<file path="src/rtl/cpu_pkg.sv">
// Shared definitions for the 9-bit CPU: sequencer states, default widths,
// the halt encoding and the opcode field values seen in IR[8:6].
package cpu_pkg;

    typedef enum logic [2:0] {
        IDLE    = 3'd0,
        FETCH   = 3'd1,
        EXEC    = 3'd2,
        MEMWAIT = 3'd3,
        HALT    = 3'd4
    } state_t;

    localparam int PCW_DEFAULT = 12;
    localparam int IW_DEFAULT  = 9;

    localparam logic [8:0] HALT_INSTR = 9'h1FF;

    localparam logic [2:0] OP_RXOR  = 3'b000;
    localparam logic [2:0] OP_SHIFT = 3'b001;
    localparam logic [2:0] OP_MEM   = 3'b010;
    localparam logic [2:0] OP_BEQ   = 3'b011;
    localparam logic [2:0] OP_HSET  = 3'b100;
    localparam logic [2:0] OP_BAND  = 3'b101;
    localparam logic [2:0] OP_BLT   = 3'b110;

endpackage

</file>
<file path="src/rtl/instr_sequencer_cycle_counter.sv">
// Saturating up-counter with synchronous clear and count enable; it sticks
// at all-ones rather than wrapping so long programs never report a short run.
module cycle_counter #(
    parameter int CNTW = 16
) (
    input  logic            Clk,
    input  logic            Reset,
    input  logic            clear,
    input  logic            enable,
    output logic [CNTW-1:0] count
);

    // Clear wins over enable; the all-ones check keeps the count from wrapping.
    always_ff @(posedge Clk or posedge Reset) begin
        if (Reset) begin
            count <= '0;
        end else if (clear) begin
            count <= '0;
        end else if (enable && (count != '1)) begin
            count <= count + CNTW'(1);
        end
    end

endmodule

</file>
<file path="src/rtl/instr_sequencer.sv">
// Multi-cycle sequencer: owns PC and IR, steps each instruction through
// FETCH/EXEC/MEMWAIT and gates the decoder's write enables to one cycle.
module instr_sequencer
    import cpu_pkg::*;
#(
    parameter int PCW    = PCW_DEFAULT,
    parameter int IW     = IW_DEFAULT,
    parameter int MEMLAT = 1,
    parameter int CNTW   = 16
) (
    input  logic            Clk,
    input  logic            Reset,
    input  logic            Start,
    input  logic [PCW-1:0]  StartAddr,
    input  logic [IW-1:0]   Instr,
    input  logic            RegWrite,
    input  logic            MemWrite,
    input  logic            MemtoReg,
    input  logic            Branch,
    input  logic            BranchTaken,
    input  logic [PCW-1:0]  Target,
    output logic [PCW-1:0]  PC,
    output logic [IW-1:0]   IR,
    output logic            RegWrEn,
    output logic            MemWrEn,
    output logic            Done,
    output logic [CNTW-1:0] CycleCount
);

    localparam logic [2:0] MEMLAT_INIT = 3'(MEMLAT);

    state_t     state;
    logic [2:0] waitCnt;
    logic       isHalt;
    logic       startAccept;
    logic       countEnable;
    logic       loadDone;
    logic       takeBranch;

    assign isHalt      = (IR == IW'(HALT_INSTR));
    assign startAccept = Start && ((state == IDLE) || (state == HALT));
    assign countEnable = (state == FETCH) || (state == EXEC) || (state == MEMWAIT);
    assign loadDone    = (state == MEMWAIT) && (waitCnt == 3'd0);
    assign takeBranch  = Branch && BranchTaken;

    // Enables come purely from state so an asynchronous reset kills any
    // in-flight write the moment it is asserted.
    always_comb begin
        RegWrEn = 1'b0;
        MemWrEn = 1'b0;
        if ((state == EXEC) && !isHalt && !MemtoReg) begin
            RegWrEn = RegWrite;
            MemWrEn = MemWrite;
        end else if (loadDone) begin
            RegWrEn = RegWrite;
        end
    end

    always_ff @(posedge Clk or posedge Reset) begin
        if (Reset) begin
            state   <= IDLE;
            PC      <= '0;
            IR      <= '0;
            Done    <= 1'b0;
            waitCnt <= 3'd0;
        end else begin
            case (state)
                IDLE, HALT: begin
                    if (Start) begin
                        PC    <= StartAddr;
                        Done  <= 1'b0;
                        state <= FETCH;
                    end
                end
                FETCH: begin
                    IR    <= Instr;
                    state <= EXEC;
                end
                EXEC: begin
                    if (isHalt) begin
                        Done  <= 1'b1;
                        state <= HALT;
                    end else if (MemtoReg) begin
                        waitCnt <= MEMLAT_INIT;
                        state   <= MEMWAIT;
                    end else begin
                        PC    <= takeBranch ? Target : PC + PCW'(1);
                        state <= FETCH;
                    end
                end
                MEMWAIT: begin
                    if (waitCnt != 3'd0) begin
                        waitCnt <= waitCnt - 3'd1;
                    end else begin
                        PC    <= PC + PCW'(1);
                        state <= FETCH;
                    end
                end
                default: begin
                    state <= IDLE;
                end
            endcase
        end
    end

    cycle_counter #(
        .CNTW (CNTW)
    ) u_cycle_counter (
        .Clk    (Clk),
        .Reset  (Reset),
        .clear  (startAccept),
        .enable (countEnable),
        .count  (CycleCount)
    );

endmodule
</file>
<file path="config.mk">
export PLATFORM = sky130hd
export DESIGN_NAME = instr_sequencer
export DESIGN_NICKNAME = d
export VERILOG_FILES = /design/src/rtl/cpu_pkg.sv /design/src/rtl/instr_sequencer_cycle_counter.sv /design/src/rtl/instr_sequencer.sv
export SDC_FILE = /design/constraint.sdc
export NUM_CORES = 1
export LEC_CHECK = 0
export ABC_AREA = 1
export CORE_ASPECT_RATIO = 1.25
export CORE_UTILIZATION = 43
export CTS_CLUSTER_SIZE = 12
export DETAILED_ROUTE_END_ITERATION = 16
export PLACE_DENSITY = 0.75
export SYNTH_ARGS = -nofsm -noshare
export SYNTH_HDL_FRONTEND = slang
export SYNTH_SLANG_ARGS = --single-unit
</file>
<file path="constraint.sdc">
create_clock -name Clk -period 1.71 [get_ports Clk]
set_clock_uncertainty 0.15 [all_clocks]
set_input_delay 0.2565 -clock Clk [delete_from_list [all_inputs] [get_ports Clk]]
set_output_delay 0.2565 -clock Clk [all_outputs]
set_load 0.02 [all_outputs]
</file>
==> results.yml <==
yosys:
  async_flop_share: 1.00
  synth_area_leaders: "dfrtp_1 (39%), nand2_1 (17%), nand3_1 (7.8%)"
  netlist.top_cell.by_area: "dfrtp_1"
  avgSynthCellArea_um2: 7.33
  ys_seq_area_frac: 0.392
  syn_nets: 428
  ys_ff_latch: 44
  synth_commonest_cells: "nand2_1 (124), dfrtp_1 (44), nand3_1 (44), inv_1 (35), nor2_1 (34)"
  synth_cells: 383
  synth_edf_count: 0
  ys_warn_count: 0
  ys.flop_type: "dfrtp_1"
  yosysMostFrequentCell: "nand2_1"
  ys_types: 36
  syn-cell-area_um2: 2810
  synth_top_cell_area_share: 0.392
sta:
  rsz0062_at_grt: "true"
  maxSlewHeadroom: 0.755
  worst_slew_pin_slew_ns: 0.365
  setup_slack_ns: -0.0750
  finalCritPeriodShare: 1.04
  finalSetupViolCount: 4
  fin_crit_ns: 1.79
  hold_viol: 0
  slew_violations: 0
  fin_setup_tns_ns: -0.103
  max_freq_ghz: 0.560
power_and_ir_drop:
  p_switching_uw: 2940
  power_density_nw_per_um2: 1500
  power_frac_seq: 0.266
  clockPowerShare: 0.104
  total_power_uw: 6610
  leakagePower_uw: 0.00222
  power_frac_comb: 0.630
  switching_share: 0.445
  vdd_drop_max_mv: 0.914
  intPower_uw: 3670
setup_path:
  crit_slowest_cell: "dfrtp_1"
  critPathMostFrequentCell: "ha_4"
  crit_path_start_kind: "register"
  critPathTopFamily: "flip-flops"
  end_kind: "primary output"
  crit_buf_inv: 2
  criticalPathCategory: "register to primary output"
  cp_max_fo: 2
  crit_chain: "inv_2 -> ha_4 -> ha_4 -> nand2_1 -> a21boi_2 -> buf_6"
  cp.required_ns: 1.30
  cp.arrival_ns: 1.38
  max_stage_delay_ns: 0.38
placement:
  finalWeightedCongestion: 0.879
  place_hpwl_mm: 5.80
  placed_area_um2: 4180
  dp.cells: 600
  port_buffers: 80
clock_network:
  clock_tree.buffer_depth: 2
  cts_tree: "done"
  cts_sinks: 44
  ctsHtreeMaxLevel: 2
  clkLatencyLatePin_ns: 0.30
  clk_pin_slew_ns: 0.08
  cts-root-buf: "clkbuf_8"
  cts_made_buffers: 5
drt:
  detail_route.vias_per_cell: 5.06
  wl_mm: 8.02
  drt-initial-drc-count: 116
  wl_per_cell_um: 13.0
  post-route-drc-count: 0
  drtPass1Iterations: 5
  ant_nets: 0
  vias: 3113
floorplanning:
  core-area_um2: 6250
  ios: 81
  start_util: 0.450
  die_y_um: 92.4
  dieArea_um2: 6860
  die_w_um: 74.3
  rows: 32
min_path:
  min-delay-path-class: "input pin to asynchronous set/reset pin"
layout:
  final_cells: 615
  antenna_cells: 0
  design_area_um2: 4410
  layout-drive-gt1-share: 0.260
  nFillCells: 534
  fin_nets: 574
  syn_to_final_growth_pct: 57.1
grt:
  grt.overflow.total: 0
  grt_max_degree: 45
  grtUsageTotal: 0.241
  grt_pass1_wl_mm: 13.0
  antenna_found_initial: 0
  grt_pass1_vias: 3075
outcome:
  violations: "negative setup slack"
  status: "finished, violations left"
flow_run:
  maxCapViolCount: 0
-- stage by stage --
stage	utilization	setup slack (ns)	hold WS [ns]
3_5_place_dp	0.669	-0.284	0.322
6_report	0.707	-0.0750	0.157
5_1_grt	0.707	-0.147	0.176
4_1_cts	0.682	-0.129	0.173
3_3_place_gp	0.669	-0.237	0.337
2_1_floorplan	-	-0.0315	0.257
-- final timing paths --
kind / from / end / slack, ns / cells past startpoint
setup / recovery: waitCnt[0] / RegWrEn / -0.08 / 6
hold / removal: Reset / IR[6] / 0.16 / 3
setup reg to reg: state[0] / PC[10] / -0.02 / 9
hold reg to reg: Done / Done / 0.34 / 2
max in group asynchronous: Reset / u_cycle_counter.count[8] / 1.01 / 3
min in group Clk: Done / Done / 0.34 / 2
-- flip-flops by register name, indices dropped and copies added, names as in the netlist --
register and flops:
Done 1, state 3, IR 9, waitCnt 3, u_cycle_counter.count 16, PC 12
-- per-layer routing --
layer	share of wire	vias to the layer above	GRT usage
met4	0.027	0	0.0755
met3	0.058	21	0.0392
met1	0.40	1436	0.281
li1	-	1548	-
met2	0.51	108	0.439
met5	0	-	0
-- area by class of cell --
type	instances	area [µm²]	area share
clock buffer	6	82.6	0.0187
clock inverter	2	10.0	0.00227
inverter	40	158	0.0357
multi-input combinational	292	1620	0.368
sequential	44	1110	0.252
tap	85	106	0.0241
timing repair buffer	146	1320	0.299
-- layout by cell type, fill, tap and decap left out, types with 4 or more instances in the layout --
cell type,n
a21oi_1,4
buf_4,61
clkbuf_8,6
clkdlybuf4s50_1,40
dfrtp_1,34
dfrtp_2,10
dlygate4sd2_1,35
inv_1,30
inv_2,7
mux2_2,8
nand2_1,123
nand3_1,41
nand4_1,9
nor2_1,25
nor2_2,10
nor2_4,4
nor3_1,4
o21ai_0,7
o21ai_1,14
o21bai_1,5
-- power by group through the flow --
stage / logic, µW / clock network, µW / registers [µW]
2_1_floorplan: 1870 / 0 / 2100
3_3_place_gp: 3950 / 0 / 1750
3_5_place_dp: 4050 / 0 / 1770
4_1_cts: 3920 / 708 / 1750
5_1_grt: 4540 / 749 / 1810
6_report: 4160 / 687 / 1760
-- cells by family (layout without fill, tap and decap cells) --
family,count (synthesis),after routing,synth area share
XOR/XNOR,5,5,0.0156
AO/OA/AOI/OAI,43,43,0.0927
flip-flops,44,44,0.392
adder cells (fa/ha/maj),4,4,0.0178
buffers and inverters,47,194,0.0731
multiplexers,8,8,0.0321
AND/OR/NAND/NOR,232,232,0.377
-- what timing repair did --
action | CTS | global route
resized for setup | 53 | 32
buffers inserted | 2 | 5
hold buffers | 0 | 0
endpoints found under the setup margin | 46 | 37
gates cloned | 0 | 1
pin swaps | 3 | 8
-- worst min-delay path: cells and delay by family --
kind                   cells  cell delay, ns
buffers and inverters      3            0.73
Note: power is estimated with default switching activity, not from simulation.
